### config.mk
export PLATFORM = sky130hd
export DESIGN_NAME = key_debounce
export DESIGN_NICKNAME = d
export VERILOG_FILES = /design/src/rtl/key_pkg.sv /design/src/rtl/key_filter.sv /design/src/rtl/key_debounce.sv
export SDC_FILE = /design/constraint.sdc
export NUM_CORES = 1
export LEC_CHECK = 0
export ABC_CLOCK_PERIOD_IN_PS = 2300
export BUFFER_PORTS_ARGS = -buffer_cell sky130_fd_sc_hd__buf_4
export CELL_PAD_IN_SITES_DETAIL_PLACEMENT = 0
export CELL_PAD_IN_SITES_GLOBAL_PLACEMENT = 1
export CORE_UTILIZATION = 40
export CTS_CLUSTER_SIZE = 8
export DETAILED_ROUTE_END_ITERATION = 10
export GPL_TIMING_DRIVEN = 0
export PLACE_DENSITY = 0.73
export SETUP_SLACK_MARGIN = 0.05
export SYNTH_ARGS = -nofsm -noshare
export SYNTH_HDL_FRONTEND = slang
export SYNTH_SLANG_ARGS = --single-unit
### constraint.sdc
create_clock -name sys_clk -period 2.3 [get_ports sys_clk]
set_clock_uncertainty 0.15 [all_clocks]
set_input_delay 0.115 -clock sys_clk [delete_from_list [all_inputs] [get_ports sys_clk]]
set_output_delay 0.115 -clock sys_clk [all_outputs]
set_load 0.03 [all_outputs]
### src/rtl/key_pkg.sv
// Shared types and 50 MHz default timing constants for the key debouncer.
package key_pkg;

    typedef enum logic [1:0] {
        IDLE       = 2'd0,
        PRESS_FILT = 2'd1,
        PRESSED    = 2'd2,
        REL_FILT   = 2'd3
    } key_state_e;

    localparam int unsigned CNT_W  = 20;
    localparam int unsigned LONG_W = 26;

    // 20 ms debounce window and 1 s long-press hold at 50 MHz, both minus one.
    localparam logic [CNT_W-1:0]  CNT_MAX_DEF  = 20'd999_999;
    localparam logic [LONG_W-1:0] LONG_MAX_DEF = 26'd49_999_999;

endpackage

### src/rtl/key_filter.sv
// Single-key debouncer: 2-flop synchroniser, 4-state filter FSM, registered
// press/release pulses, debounced level and press toggle.
// Optional long-press detector enabled by defining KEY_LONG_PRESS_EN.
module key_filter
    import key_pkg::*;
#(
    parameter logic [CNT_W-1:0]  CNT_MAX  = CNT_MAX_DEF,
    parameter logic [LONG_W-1:0] LONG_MAX = LONG_MAX_DEF
) (
    input  logic sys_clk,
    input  logic rst_n,
    input  logic key_in,
    output logic key_press,
    output logic key_release,
    output logic key_level,
    output logic key_toggle,
    output logic key_long
);

    key_state_e       state_d, state_q;
    logic [CNT_W-1:0] cnt_d, cnt_q;
    logic             sync1_d, sync1_q;
    logic             sync2_d, sync2_q;
    logic             press_d, press_q;
    logic             release_d, release_q;
    logic             level_d, level_q;
    logic             toggle_d, toggle_q;

    // Next-state, counter and output decode for the debounce filter.
    always_comb begin
        sync1_d   = key_in;
        sync2_d   = sync1_q;
        state_d   = state_q;
        cnt_d     = cnt_q;
        press_d   = 1'b0;
        release_d = 1'b0;
        toggle_d  = toggle_q;

        unique case (state_q)
            IDLE: begin
                if (!sync2_q) begin
                    state_d = PRESS_FILT;
                end
            end
            PRESS_FILT: begin
                if (sync2_q) begin
                    state_d = IDLE;
                end else if (cnt_q == CNT_MAX) begin
                    state_d  = PRESSED;
                    press_d  = 1'b1;
                    toggle_d = ~toggle_q;
                end else begin
                    cnt_d = cnt_q + 1'b1;
                end
            end
            PRESSED: begin
                if (sync2_q) begin
                    state_d = REL_FILT;
                end
            end
            REL_FILT: begin
                if (!sync2_q) begin
                    state_d = PRESSED;
                end else if (cnt_q == CNT_MAX) begin
                    state_d   = IDLE;
                    release_d = 1'b1;
                end else begin
                    cnt_d = cnt_q + 1'b1;
                end
            end
            default: state_d = IDLE;
        endcase

        // Every state entry restarts the window, so the counter never wraps.
        if (state_d != state_q) begin
            cnt_d = '0;
        end

        level_d = (state_d == PRESSED) || (state_d == REL_FILT);
    end

    // State, synchroniser and output registers.
    always_ff @(posedge sys_clk) begin
        if (!rst_n) begin
            sync1_q   <= 1'b1;
            sync2_q   <= 1'b1;
            state_q   <= IDLE;
            cnt_q     <= '0;
            press_q   <= 1'b0;
            release_q <= 1'b0;
            level_q   <= 1'b0;
            toggle_q  <= 1'b0;
        end else begin
            sync1_q   <= sync1_d;
            sync2_q   <= sync2_d;
            state_q   <= state_d;
            cnt_q     <= cnt_d;
            press_q   <= press_d;
            release_q <= release_d;
            level_q   <= level_d;
            toggle_q  <= toggle_d;
        end
    end

    assign key_press   = press_q;
    assign key_release = release_q;
    assign key_level   = level_q;
    assign key_toggle  = toggle_q;

`ifdef KEY_LONG_PRESS_EN
    logic [LONG_W-1:0] hold_d, hold_q;
    logic              done_d, done_q;
    logic              long_d, long_q;

    // Hold counter: cleared only on a real press (not a release bounce),
    // saturates at LONG_MAX; the one-shot fires when it is seen saturated.
    always_comb begin
        hold_d = hold_q;
        done_d = done_q;
        long_d = 1'b0;
        if ((state_q == PRESS_FILT) && (state_d == PRESSED)) begin
            hold_d = '0;
            done_d = 1'b0;
        end else if ((state_q == PRESSED) || (state_q == REL_FILT)) begin
            if (hold_q != LONG_MAX) begin
                hold_d = hold_q + 1'b1;
            end else if (!done_q) begin
                long_d = 1'b1;
                done_d = 1'b1;
            end
        end
    end

    // Long-press registers.
    always_ff @(posedge sys_clk) begin
        if (!rst_n) begin
            hold_q <= '0;
            done_q <= 1'b0;
            long_q <= 1'b0;
        end else begin
            hold_q <= hold_d;
            done_q <= done_d;
            long_q <= long_d;
        end
    end

    assign key_long = long_q;
`else
    logic unused_long;
    assign unused_long = ^LONG_MAX;
    assign key_long    = 1'b0;
`endif

endmodule

### src/rtl/key_debounce.sv
// Key bank debouncer: one independent key_filter per key.
// Long-press outputs are active only when KEY_LONG_PRESS_EN is defined.
module key_debounce
    import key_pkg::*;
#(
    parameter int unsigned       KEY_NUM  = 4,
    parameter logic [CNT_W-1:0]  CNT_MAX  = CNT_MAX_DEF,
    parameter logic [LONG_W-1:0] LONG_MAX = LONG_MAX_DEF
) (
    input  logic               sys_clk,
    input  logic               rst_n,
    input  logic [KEY_NUM-1:0] key_in,
    output logic [KEY_NUM-1:0] key_press,
    output logic [KEY_NUM-1:0] key_release,
    output logic [KEY_NUM-1:0] key_level,
    output logic [KEY_NUM-1:0] key_toggle,
    output logic [KEY_NUM-1:0] key_long
);

    for (genvar i = 0; i < KEY_NUM; i++) begin : g_key
        key_filter #(
            .CNT_MAX  (CNT_MAX),
            .LONG_MAX (LONG_MAX)
        ) u_key_filter (
            .sys_clk     (sys_clk),
            .rst_n       (rst_n),
            .key_in      (key_in[i]),
            .key_press   (key_press[i]),
            .key_release (key_release[i]),
            .key_level   (key_level[i]),
            .key_toggle  (key_toggle[i]),
            .key_long    (key_long[i])
        );
    end

endmodule
Yosys cells after proc, flatten, opt, wreduce, memory -nomap -nowiden
Cells that the tools add are included.
{"block": "totals", "register_bits": 112, "out_inout_bits": 20, "inputBits": 6, "elab_cells": 165}
{"block": "op_classes", "eq_ne": 36, "add_sub_neg": 4, "muxes": 48, "n_reduce_logical": 32, "bitwise_logic": 13}
{"op": "two-way mux 20 bit", "n": 12}
{"op": "case mux 20 bit (2 select lines)", "n": 4}
{"op": "adder 20 x 1 -> 20 bit, second input constant", "n": 4}
{"op": "== test 20 bit, second input constant", "n": 4}
{"op": "two-way mux 2 bit", "n": 24}
{"op": "AND reduction 3 bit", "n": 12}
{"op": "== test 2 bit, second input constant", "n": 16}
{"op": "case mux 2 bit (4 select lines)", "n": 4}
{"op": "NOT 1 bit", "n": 13}
{"op": "OR reduction 3 bit", "n": 4}
{"op": "== test 2 x 1 -> 1 bit, second input constant", "n": 4}
{"op": "logical NOT 2 bit", "n": 4}
{"op": "!= test 2 x 1 -> 1 bit, second input constant", "n": 4}
{"op": "!= test 2 bit", "n": 4}
{"op": "!= test 2 bit, second input constant", "n": 4}
{"op": "nonzero test 2 bit", "n": 4}
{"op": "OR reduction 2 bit", "n": 4}
{"op": "logical OR 1 bit", "n": 4}
{"op": "two-way mux 1 bit", "n": 4}

Longest topological paths before layout
{"block": "logic_depth", "ltp_word": 6, "depth_mapped": 7, "depth_no_buf": 6}

Cells and area by module
Synthesis repeated with hierarchy kept, for this count alone.
{"block": "unflattened", "hier_cells": 588, "hier_area_um2": 5210.0}
{"mod": "key_filter at g_key[0].u_key_filter ...", "seq_area_each_um2": 540.5, "cells_each": 145, "area_per_inst_um2": 1268.7, "n_inst": 3}
{"mod": "key_filter at g_key[3].u_key_filter", "seq_area_each_um2": 560.5, "cells_each": 153, "area_per_inst_um2": 1403.8, "n_inst": 1}

Worst setup path after synthesis
No wires, ideal clock.
{"block": "synth_timing", "path_type": "reg2reg", "startpoint": "reg g_key[0].u_key_filter.cnt_q[0]", "endpoint": "reg g_key[0].u_key_filter.toggle_q", "t_required_ns": 2.079, "path_slack_ns": 0.261, "path_stages_with_launch": 7, "synth_period_minus_slack_ns": 2.039, "path_buffers": 0, "arrival_ns": 1.818, "setup_ns": 0.071, "cell_sequence": "dfxtp_1 ha_1 nand2_1 nor4_4 nand3_2 or4_1 a21oi_1"}
{"block": "synth_between", "elab_chain_len": 2}
{"element": "from (decl)", "line_no": "key_filter.sv:21", "rtl": "logic [CNT_W-1:0] cnt_d, cnt_q;"}
{"element": "from (signal assigned)", "line_no": "key_filter.sv:97", "rtl": "cnt_q <= cnt_d;"}
{"element": "== test 20 bit", "line_no": "key_filter.sv:48", "rtl": "end else if (cnt_q == CNT_MAX) begin"}
{"element": "AND reduction 3 bit (no source line)"}
{"element": "to (signal assigned)", "line_no": "key_filter.sv:101", "rtl": "toggle_q <= toggle_d;"}
{"element": "to (decl)", "line_no": "key_filter.sv:27", "rtl": "logic toggle_d, toggle_q;"}
No other way between the ends.
A chain may end at the register's enable or synchronous reset.

Worst setup path in the final report
{"block": "layout_timing", "startpoint": "reg g_key[3].u_key_filter.cnt_q[7]", "endpoint": "reg g_key[3].u_key_filter.cnt_q[1]"}
{"block": "layout_between", "elab_chain_len": 6, "elab_cells_between_ends": 12, "cone_classes": "2 x eq/ne; 9 x mux; 1 x reduce/logical"}
{"element": "from (decl)", "line_no": "key_filter.sv:21"}
{"element": "from (signal assigned)", "line_no": "key_filter.sv:97"}
{"element": "== test 20 bit (*)", "line_no": "key_filter.sv:48, key_filter.sv:64"}
{"element": "two-way mux 2 bit, on equally long branches", "line_no": "key_filter.sv:64, key_filter.sv:48"}
{"element": "two-way mux 2 bit, on equally long branches", "line_no": "key_filter.sv:62, key_filter.sv:46"}
{"element": "case mux 2 bit (4 select lines)", "line_no": "key_filter.sv:39", "rtl": "unique case (state_q)"}
{"element": "!= test 2 bit", "line_no": "key_filter.sv:75", "rtl": "if (state_d != state_q) begin"}
{"element": "OR reduction 2 bit (no source line)"}
Mark *: on every way between the ends. The rest lies on a longest branch, timed or not. The select of a mux whose other input is x is not followed.

==> run summary <==
Wire per inst -> 13.9 um
CTS Buf Count -> 9
DRT Pass-1 Iters -> 4
Cell taking the most area after synthesis -> dfxtp_1
NumNets Final -> 687
CP Launch Type -> flip-flop
Die width -> 118 um
Final period util -> 93.8%
CTS tree -> done
Commonest non-fill, non-tap cell in the layout -> dfxtp_1
DIE HEIGHT -> 118 um
Initial antenna violation count -> 0
Prevailing post-synth register cell -> dfxtp_1
Top cell type's share of synthesized area -> 41.9%
Distinct cell type count of the synthesized netlist -> 61
Worst vdd ir -> 0.000367 V
Cells after Synth -> 631
Clk sink count -> 112
Largest net degree at the start of global routing -> 18
Synthesized area -> 5350 um2
Number of inserted diodes -> 0
CP arrival -> 2.23 ns
Detailed placement HPWL -> 8.21 mm
# IOs -> 26
Share of cells above drive strength 1 -> 14.7%
Yosys reg bits -> 112
Fillcell total -> 1263
Synth area leaders -> dfxtp_1 (42%), nor2_1 (5.4%), xnor2_1 (5.4%)
GRT overflow -> 0
Vias in the first global route -> 4172
Status -> finished, final reports clean
Clock Latency Late Sink -> 0.35 ns
Final Worst Setup Slack -> 0.144 ns
Synth warn -> 0
Finished Cell Area -> 6270 um2
Buffers on Ports -> 21
Most frequent cells in the layout -> dfxtp_1 (110), nor2_1 (77), buf_4 (50), nand2_1 (49), nand3_1 (37)
Worst-path fanout max -> 10
Post-synthesis sequential area ratio -> 41.9%
Final setup fails -> 0
Final wirelength -> 11.9 mm
Syn-to-layout area delta -> 17.1%
Final hold vios -> 0
Avg Vias per Cell -> 5.29
Initial DRC Count -> 295
Global Route Usage Sum -> 17.8%
Hold Path Depth -> 4
Clk slew on worst S/H paths -> 0.07 ns
Placed Area -> 5740 um2
Crit-path cells -> clkbuf_4 -> or4_4 -> nor4_4 -> a21oi_4 -> buf_6 -> a22oi_1 -> nor2_1
Post-placement setup slack -> -0.185 ns
Core area -> 12800 um2
Die Footprint -> 13800 um2
Max-slew headroom -> 48.0%
Finished Core Util -> 48.9%
First-pass GRT wire length -> 20.0 mm
Fin Hold WS -> 0.205 ns
Max clock buf depth -> 2
Row count -> 41
Max cap viols -> 0
Fmax -> 0.464 GHz
Post-synth EDFFs -> 0
Post-synth ARST share -> 0%
Req. time, crit path -> 2.38 ns
Tightest Pin Transition -> 0.773 ns
Root Buffer -> clkbuf_16
Endpoint class of the critical path -> flip-flop
Power per cell area -> 592 nW/um2
Flop2flop setup slack -> 0.14 ns
Starting density of the core -> 41.7%
Min Clock Period, post-route -> 2.16 ns
R2r worst-path depth -> 7
Via count -> 4517
Unrepaired setup endpoints after global routing -> yes
Crit path max-delay cell type -> or4_4
Slew Viols, Final -> 0
RePlAce Congestion -> 0.821
Crit-path max cell delay -> 0.58 ns
Mapped Avg Cell Area -> 8.48 um2
Detail Route Antenna Nets -> 0
Cell leakage power -> 2.28 nW
DRC -> 0
Htree depth -> 3
Worst Hold Class -> in2reg
Critical path type -> reg2reg
## final cells by class
| class | instances | area (um2) | share of cell area (%) |
|---|---|---|---|
| inverters | 18 | 67.6 | 1.08 |
| clock inverters | 4 | 52.6 | 0.838 |
| plain buffers | 39 | 248 | 3.95 |
| well taps | 172 | 215 | 3.43 |
| flip-flops and latches | 112 | 2240 | 35.8 |
| multi-input cells | 463 | 2920 | 46.6 |
| clock buffers | 12 | 256 | 4.09 |
| repair buffers | 34 | 265 | 4.23 |
## flip-flops by register name, indices dropped and copies added, names as in the netlist
| name | count |
|---|---|
| g_key.u_key_filter.key_press | 4 |
| g_key.u_key_filter.cnt_q | 80 |
| g_key.u_key_filter.key_release | 4 |
| g_key.u_key_filter.sync2_q | 4 |
| g_key.u_key_filter.key_toggle | 4 |
| g_key.u_key_filter.key_level | 4 |
| g_key.u_key_filter.sync1_q | 4 |
| g_key.u_key_filter.state_q | 8 |
## worst paths after layout
kind,from,endpoint
setup / recovery,g_key[3].u_key_filter.cnt_q[7]$_SDFFE_PP0P_,g_key[3].u_key_filter.cnt_q[1]$_SDFFE_PP0P_
hold / removal,rst_n,g_key[1].u_key_filter.key_toggle$_SDFFE_PN0P_
setup reg to reg,g_key[3].u_key_filter.cnt_q[7]$_SDFFE_PP0P_,g_key[3].u_key_filter.cnt_q[1]$_SDFFE_PP0P_
hold reg to reg,g_key[2].u_key_filter.sync1_q$_SDFF_PN1_,g_key[2].u_key_filter.sync2_q$_SDFF_PN1_
## layer usage
layer	track usage [%]	up-vias	share of wire [%]	routed length, um
met2	28.3	60	47	5570
met4	4.49	0	0.97	115
met1	23.7	2120	48	5760
met5	0	-	0	0
met3	4.80	11	3.7	442
li1	-	2326	-	-
## worst max-delay path, delay by kind of cell (launching register included)
kind,cells,cell delay [ns]
buffers and inverters,2,0.34
AND/OR/NAND/NOR,3,0.90
AO/OA/AOI/OAI,2,0.34
flip-flops,1,0.30
## report_power, final
part           total (mW)  switching [mW]  internal (mW)  leakage (nW)
Sequential           1.95         0.00816           1.95         0.905
Clock                1.63           0.718          0.908         0.153
Combinational       0.131          0.0893         0.0416          1.22
## per-stage QoR
stage,setup TNS (ns),instances,total power [mW]
global placement,-1.44,827,2.12
CTS,-0.0684,848,3.76
finish,0,854,3.71
global route,0,854,3.85
floorplan,0,634,2.08
detailed placement,-2.40,827,2.12
## synthesized netlist by cell type, types with 5 or more instances
cell type and n:
xnor2_1 33, a31oi_1 9, nand2b_1 14, mux2i_1 8, nand3_1 38, o31ai_1 5, clkbuf_1 14, nor4_1 13
nand2_1 50, a22oi_1 5, o21ai_0 32, xor2_1 10, a21o_1 6, a21oi_1 20, and3_1 18, or3_1 9
inv_1 18, dfxtp_1 112, a211oi_1 5, nand4_1 14, buf_4 20, nor2_1 77, nor3_1 28, and4_1 12
## cells by family (layout without fill, tap and decap cells)
logic type	after synthesis	count (layout)	synth area share, %
simple gates	303	303	30.8
flops	112	112	41.9
compound gates	101	101	11.9
buf+inv	59	107	5.91
xor+xnor	43	43	7.04
mux	8	8	1.50
fa+ha+maj	4	4	0.935
other cells	1	4	0.0701
## repair_timing
action / in CTS / in global routing
gates cloned: 0 / 0
setup endpoints to repair: 29 / 73
hold buffers: 4 / 0
hold endpoints to repair: 4 / 0
pin swaps: 2 / 8
buffers inserted: 1 / 8
resized for setup: 4 / 22
Power figures use the tool's default switching activity.
